==> src/rtl/adder_pkg.sv <==
// adder_pkg: constants and helpers shared by the adder family.
//   DEFAULT_N / DEFAULT_STAGES : default operand width and pipeline depth
//   OP_ADD / OP_SUB            : encoding of the 'sub' mode input
//   stages_legal()             : true when N splits evenly into STAGES chunks
package adder_pkg;

    localparam int unsigned DEFAULT_N      = 32;
    localparam int unsigned DEFAULT_STAGES = 4;

    localparam logic OP_ADD = 1'b0;
    localparam logic OP_SUB = 1'b1;

    function automatic bit stages_legal(input int unsigned n, input int unsigned stages);
        return (stages >= 1) && (stages <= n) && ((n % stages) == 0);
    endfunction

endpackage

==> src/rtl/adder_stage.sv <==
// adder_stage: combinational W-bit ripple chain built from fa cells.
//   a, b  : W-bit chunk operands
//   cin   : carry into bit 0
//   sum   : W-bit chunk sum
//   cout  : carry out of bit W-1
//   cmsb  : carry into bit W-1 (used for signed overflow)
module adder_stage #(
    parameter int unsigned W = 8
) (
    input  logic [W-1:0] a,
    input  logic [W-1:0] b,
    input  logic         cin,
    output logic [W-1:0] sum,
    output logic         cout,
    output logic         cmsb
);

    // Carries live in per-bit generate scopes so the chain is not one
    // self-referencing vector.
    for (genvar i = 0; i < W; i++) begin : g_bit
        logic c_in;
        logic c_out;

        if (i == 0) begin : g_first
            assign c_in = cin;
        end else begin : g_next
            assign c_in = g_bit[i-1].c_out;
        end

        fa u_fa (
            .a  (a[i]),
            .b  (b[i]),
            .ci (c_in),
            .s  (sum[i]),
            .co (c_out)
        );
    end

    assign cout = g_bit[W-1].c_out;
    assign cmsb = g_bit[W-1].c_in;

endmodule

==> src/rtl/fa.sv <==
// fa: single-bit full adder cell.
//   a, b : addend bits
//   ci   : carry in
//   s    : sum bit
//   co   : carry out
module fa (
    input  logic a,
    input  logic b,
    input  logic ci,
    output logic s,
    output logic co
);

    assign s  = a ^ b ^ ci;
    assign co = (a & b) | (ci & (a ^ b));

endmodule

==> src/rtl/pipelined_ripple_adder.sv <==
// pipelined_ripple_adder: N-bit adder/subtractor split into STAGES ripple
// chunks with a registered carry between chunks and a valid/ready stream.
//   clk, rst            : clock, asynchronous active-high reset
//   in_valid, in_ready  : input handshake
//   in1, in2, cin, sub  : operands, carry/borrow in, mode (OP_ADD/OP_SUB)
//   out_valid, out_ready: output handshake
//   sum, cout, overflow : result mod 2^N, carry out of MSB, signed overflow
module pipelined_ripple_adder
    import adder_pkg::*;
#(
    parameter int unsigned N      = DEFAULT_N,
    parameter int unsigned STAGES = DEFAULT_STAGES
) (
    input  logic         clk,
    input  logic         rst,
    input  logic         in_valid,
    output logic         in_ready,
    input  logic [N-1:0] in1,
    input  logic [N-1:0] in2,
    input  logic         cin,
    input  logic         sub,
    output logic         out_valid,
    input  logic         out_ready,
    output logic [N-1:0] sum,
    output logic         cout,
    output logic         overflow
);

    localparam int unsigned W = N / STAGES;

    if (!stages_legal(N, STAGES)) begin : g_illegal
        $error("pipelined_ripple_adder: N must be a nonzero multiple of STAGES");
    end

    // Per-stage registers. opa_q/opb_q are shifted right by W every stage so
    // the next chunk to add always sits at [W-1:0]; acc_q collects finished
    // chunks from the top down so the last stage holds the full sum.
    logic [STAGES-1:0] valid_q;
    logic [STAGES-1:0] carry_q;
    logic [N-1:0]      opa_q [STAGES];
    logic [N-1:0]      opb_q [STAGES];
    logic [N-1:0]      acc_q [STAGES];
    logic              ovf_q;

    // Stage inputs: stage 0 is fed from the ports, stage s from stage s-1.
    logic [N-1:0]      st_a   [STAGES];
    logic [N-1:0]      st_b   [STAGES];
    logic [N-1:0]      st_acc [STAGES];
    logic [STAGES-1:0] st_c;
    logic [STAGES-1:0] st_v;

    logic [W-1:0]      ch_sum  [STAGES];
    logic              ch_cout [STAGES];
    logic              ch_cmsb [STAGES];

    logic [STAGES-1:0] load;

    // Ready chain: an empty stage always loads, a full one only if it drains.
    always_comb begin
        load = '0;
        load[STAGES-1] = ~valid_q[STAGES-1] | out_ready;
        for (int s = int'(STAGES) - 2; s >= 0; s--) begin
            load[s] = ~valid_q[s] | load[s+1];
        end
    end

    always_comb begin
        st_a[0]   = in1;
        st_b[0]   = (sub == OP_ADD) ? in2 : ~in2;
        st_c      = '0;
        st_c[0]   = (sub == OP_SUB) ? ~cin : cin;
        st_acc[0] = '0;
        st_v      = '0;
        st_v[0]   = in_valid;
        for (int s = 1; s < int'(STAGES); s++) begin
            st_a[s]   = opa_q[s-1];
            st_b[s]   = opb_q[s-1];
            st_acc[s] = acc_q[s-1];
            st_c[s]   = carry_q[s-1];
            st_v[s]   = valid_q[s-1];
        end
    end

    for (genvar s = 0; s < STAGES; s++) begin : g_stage
        adder_stage #(
            .W (W)
        ) u_adder_stage (
            .a    (st_a[s][W-1:0]),
            .b    (st_b[s][W-1:0]),
            .cin  (st_c[s]),
            .sum  (ch_sum[s]),
            .cout (ch_cout[s]),
            .cmsb (ch_cmsb[s])
        );
    end

    always_ff @(posedge clk or posedge rst) begin
        if (rst) begin
            valid_q <= '0;
            carry_q <= '0;
            ovf_q   <= 1'b0;
            for (int s = 0; s < int'(STAGES); s++) begin
                opa_q[s] <= '0;
                opb_q[s] <= '0;
                acc_q[s] <= '0;
            end
        end else begin
            for (int s = 0; s < int'(STAGES); s++) begin
                if (load[s]) begin
                    valid_q[s] <= st_v[s];
                    // Data only moves with a real beat; bubbles leave it alone.
                    if (st_v[s]) begin
                        carry_q[s] <= ch_cout[s];
                        opa_q[s]   <= st_a[s] >> W;
                        opb_q[s]   <= st_b[s] >> W;
                        acc_q[s]   <= (st_acc[s] >> W) | (N'(ch_sum[s]) << (N - W));
                    end
                end
            end
            if (load[STAGES-1] && st_v[STAGES-1]) begin
                ovf_q <= ch_cmsb[STAGES-1] ^ ch_cout[STAGES-1];
            end
        end
    end

    assign in_ready  = load[0];
    assign out_valid = valid_q[STAGES-1];
    assign sum       = acc_q[STAGES-1];
    assign cout      = carry_q[STAGES-1];
    assign overflow  = ovf_q;

endmodule

==> config.mk <==
export PLATFORM = sky130hd
export DESIGN_NAME = pipelined_ripple_adder
export DESIGN_NICKNAME = d
export VERILOG_FILES = /design/src/rtl/adder_pkg.sv /design/src/rtl/adder_stage.sv /design/src/rtl/fa.sv /design/src/rtl/pipelined_ripple_adder.sv
export SDC_FILE = /design/constraint.sdc
export NUM_CORES = 1
export LEC_CHECK = 0
export ABC_AREA = 1
export CAP_MARGIN = 30
export CORE_MARGIN = 4
export CORE_UTILIZATION = 56
export CTS_CLUSTER_DIAMETER = 150
export CTS_CLUSTER_SIZE = 30
export DETAILED_ROUTE_END_ITERATION = 6
export GPL_ROUTABILITY_DRIVEN = 0
export HOLD_SLACK_MARGIN = 0.12
export PLACE_DENSITY = 0.8
export RECOVER_POWER = 25
export SYNTH_ARGS = -nofsm -noshare
export SYNTH_HDL_FRONTEND = slang
export SYNTH_SLANG_ARGS = --single-unit
export TNS_END_PERCENT = 10
==> constraint.sdc <==
create_clock -name clk -period 8.85 [get_ports clk]
set_input_delay 1.77 -clock clk [delete_from_list [all_inputs] [get_ports clk]]
set_output_delay 1.77 -clock clk [all_outputs]
set_load 0.01 [all_outputs]
==> flow_summary.ini <==
[detailed_routing]
viasPerCell = 5.160
drtAntennaViolNets = 0
wl_per_cell_um = 14.32
drt_iter0_drc = 437
drt_wl_total_um = 16680
num_vias = 6011
post-route-drc-count = 0
dr.pass1.iters = 5

[placement]
port_buffers = 105
place_area_um2 = 9390
dpl.hpwl_um = 11070

[final_layout]
num_antenna_cells = 0
nets = 1070
postLayoutCellArea_um2 = 10020
drive_above_1_share_pct = 5.301
syn_to_final_growth_pct = 18.28
register_area_um2 = 4629
multiInputGateArea_um2 = 3184
num-fill-cells = 1113

[die]
die_w_um = 131.0
dieArea_um2 = 17160
num_rows = 44
ioPinCount = 106
core_area_um2 = 14700
start_util_pct = 57.64
die_y_um = 131.0

[cts]
post_cts_resized = 0
cts_setup_buffers = 0
clockBufferDepth = 2
clkTransAtPathRegs_ns = 0.06
clk-insertion-delay-late_ns = 0.43
cts_buffers = 17
postCtsHoldBufs = 0
clock_sinks = 185
tritoncts = yes
clockRootBuffer = clkbuf_16
h-tree-depth = 4

[grt]
grt_pass1_wl_um = 28750
grt_start_max_net_pins = 81
grt-ovfl-total = 0
grt_pass1_vias = 5937
grt_use_total_pct = 21.22
antenna_found_initial = 0

[worst_hold_path]
hold_path.class = reg2reg
hold-path-endpoint = sum[20]
worstHoldStart = sum[20]
holdPathStages = 2

[timing]
tightest_slew_ns = 1.645
finalSetupTns_ns = 0
slew_headroom_pct = -10.30
hold_violations = 0
finalSetupViolCount = 0
final_max_slew_viol_count = 36
finalCriticalPeriod_ns = 5.827
fmaxAchievable_mhz = 171.6
fin_crit_sh_pct = 65.85
fin_worst_skew_ns = 0.008307
rsz0062_at_grt = no

[critical_path]
rr_worst_depth = 12
required_ns = 9.17
critPathLaunchType = input port
r2r-start = opa_q[96]
reg2reg_setup_slack_ns = 4.56
crit_fanout = 33
crit_path_end_kind = register
reg2reg_to = acc_q[95]
crit_arrival_ns = 6.15
worstSetupPathType = in2reg

[yosys]
yosys-top-cells-area = dfrtp_1, nand2_1, nand3_1
synth.distinct_cells = 18
syn_nets = 1022
synth_top_area_share_pct = 54.64
ys_ff_latch = 185
ys_seq_area_share_pct = 54.64
syn_inst = 920
synth_top_area_cell = dfrtp_1
yosys_warnings = 0
synth_area_um2 = 8473
avgSynthCellArea_um2 = 9.210

[power]
power_density_nw_per_um2 = 316.8
peakVddDrop_mv = 0.1877
leakage_nw = 5.158

[run_status]
status = finished with violations
violations = capacitance limit, slew limit

[run]
cap_violations = 1
[Yosys cell counts (all sizes together)]
library cell and number:
a21oi 4, buf 74, clkbuf 14, dfrtp 185, fa 32, inv 40, nand2 381, nand3 138
nand4 1, nor2 6, o21ai 11, xnor2 8, xor2 26
[worst max-delay path: stages]
cell     delay (ns)
buf_2          0.70
xnor2_1        0.22
fa_1           0.44
fa_1           0.38
fa_1           0.40
fa_1           0.42
fa_1           0.40
fa_1           0.40
fa_1           0.37
inv_1          0.07
fa_1           0.41
nand3_1        0.10
nand2_1        0.06
[power by group]
group,switching [mW],internal (mW)
registers,0.185,1.15
logic,0.586,0.450
clock network,0.320,0.482
total,1.09,2.08
[sequential cells by signal, indices dropped and copies added, names as in the netlist]
signal	flops
acc_q	48
carry_q	4
opa_q	48
opb_q	48
overflow	1
sum	32
valid_q	4
[cell usage in the layout, fill, tap and decap left out, types with 2 or more instances in the layout]
master / synthesis / routed
clkinv_4: 0 / 3
nand2_2: 2 / 2
buf_2: 25 / 2
nor2_1: 5 / 4
clkinvlp_4: 0 / 2
o21ai_0: 11 / 11
clkdlybuf4s50_1: 0 / 101
clkinv_2: 0 / 3
xor2_1: 26 / 26
nand2_1: 379 / 379
a21oi_1: 4 / 4
fa_1: 32 / 32
buf_16: 0 / 2
nand3_1: 138 / 138
buf_4: 38 / 8
inv_1: 40 / 39
dfrtp_1: 185 / 185
dlygate4sd3_1: 0 / 2
clkbuf_16: 0 / 17
xnor2_1: 8 / 8
bufinv_16: 0 / 4
[cell families after synthesis]
logic type / Yosys count / share of synthesized area, %
and+or+nand+nor: 526 / 25.59
DFF: 185 / 54.64
buffers and inverters: 128 / 7.812
xor gates and xnor gates: 34 / 3.515
adders and majority gates: 32 / 7.560
AOI/OAI and AO/OA: 15 / 0.8860
[metrics by stage]
stage / util [%] / worst slack (ns) / power (mW) / instances / hold WS [ns]
after floorplan: - / 2.051 / 2.065 / 920 / 0.4419
after global placement: 63.27 / 2.672 / 2.310 / 1129 / 0.4535
after detailed placement: 63.88 / 2.580 / 2.383 / 1133 / 0.4591
after CTS: 68.21 / 3.026 / 3.205 / 1165 / 0.4752
after global routing: 68.18 / 2.815 / 3.415 / 1165 / 0.4926
final: 68.18 / 3.023 / 3.175 / 1165 / 0.4704
[final cells by class]
class	count	area share (%)
flip-flops and latches	185	46.19
repair buffers	117	11.89
multi-input cells	607	31.77
inverters	40	1.511
clock inverters	14	1.960
clock buffers	18	4.382
well taps	184	2.297
[per-layer routing]
| metal | part of all wire [%] | GRT usage (%) |
|---|---|---|
| met3 | 5.2 | 4.675 |
| met4 | 1.5 | 6.292 |
| met5 | 0 | 0 |
| met1 | 46 | 30.18 |
| met2 | 48 | 33.24 |
[worst max path at each step]
| stage | slack, ns | start | end |
|---|---|---|---|
| finish | 3.02 | sub | acc_q[127] |
| global route | 2.82 | sub | acc_q[127] |
| CTS | 3.03 | sub | acc_q[127] |
| detailed placement | 2.58 | sub | acc_q[127] |
| global placement | 2.67 | sub | acc_q[127] |
| floorplan | 2.05 | rst | acc_q[120] |
Note: power is estimated with default switching activity, not from simulation.
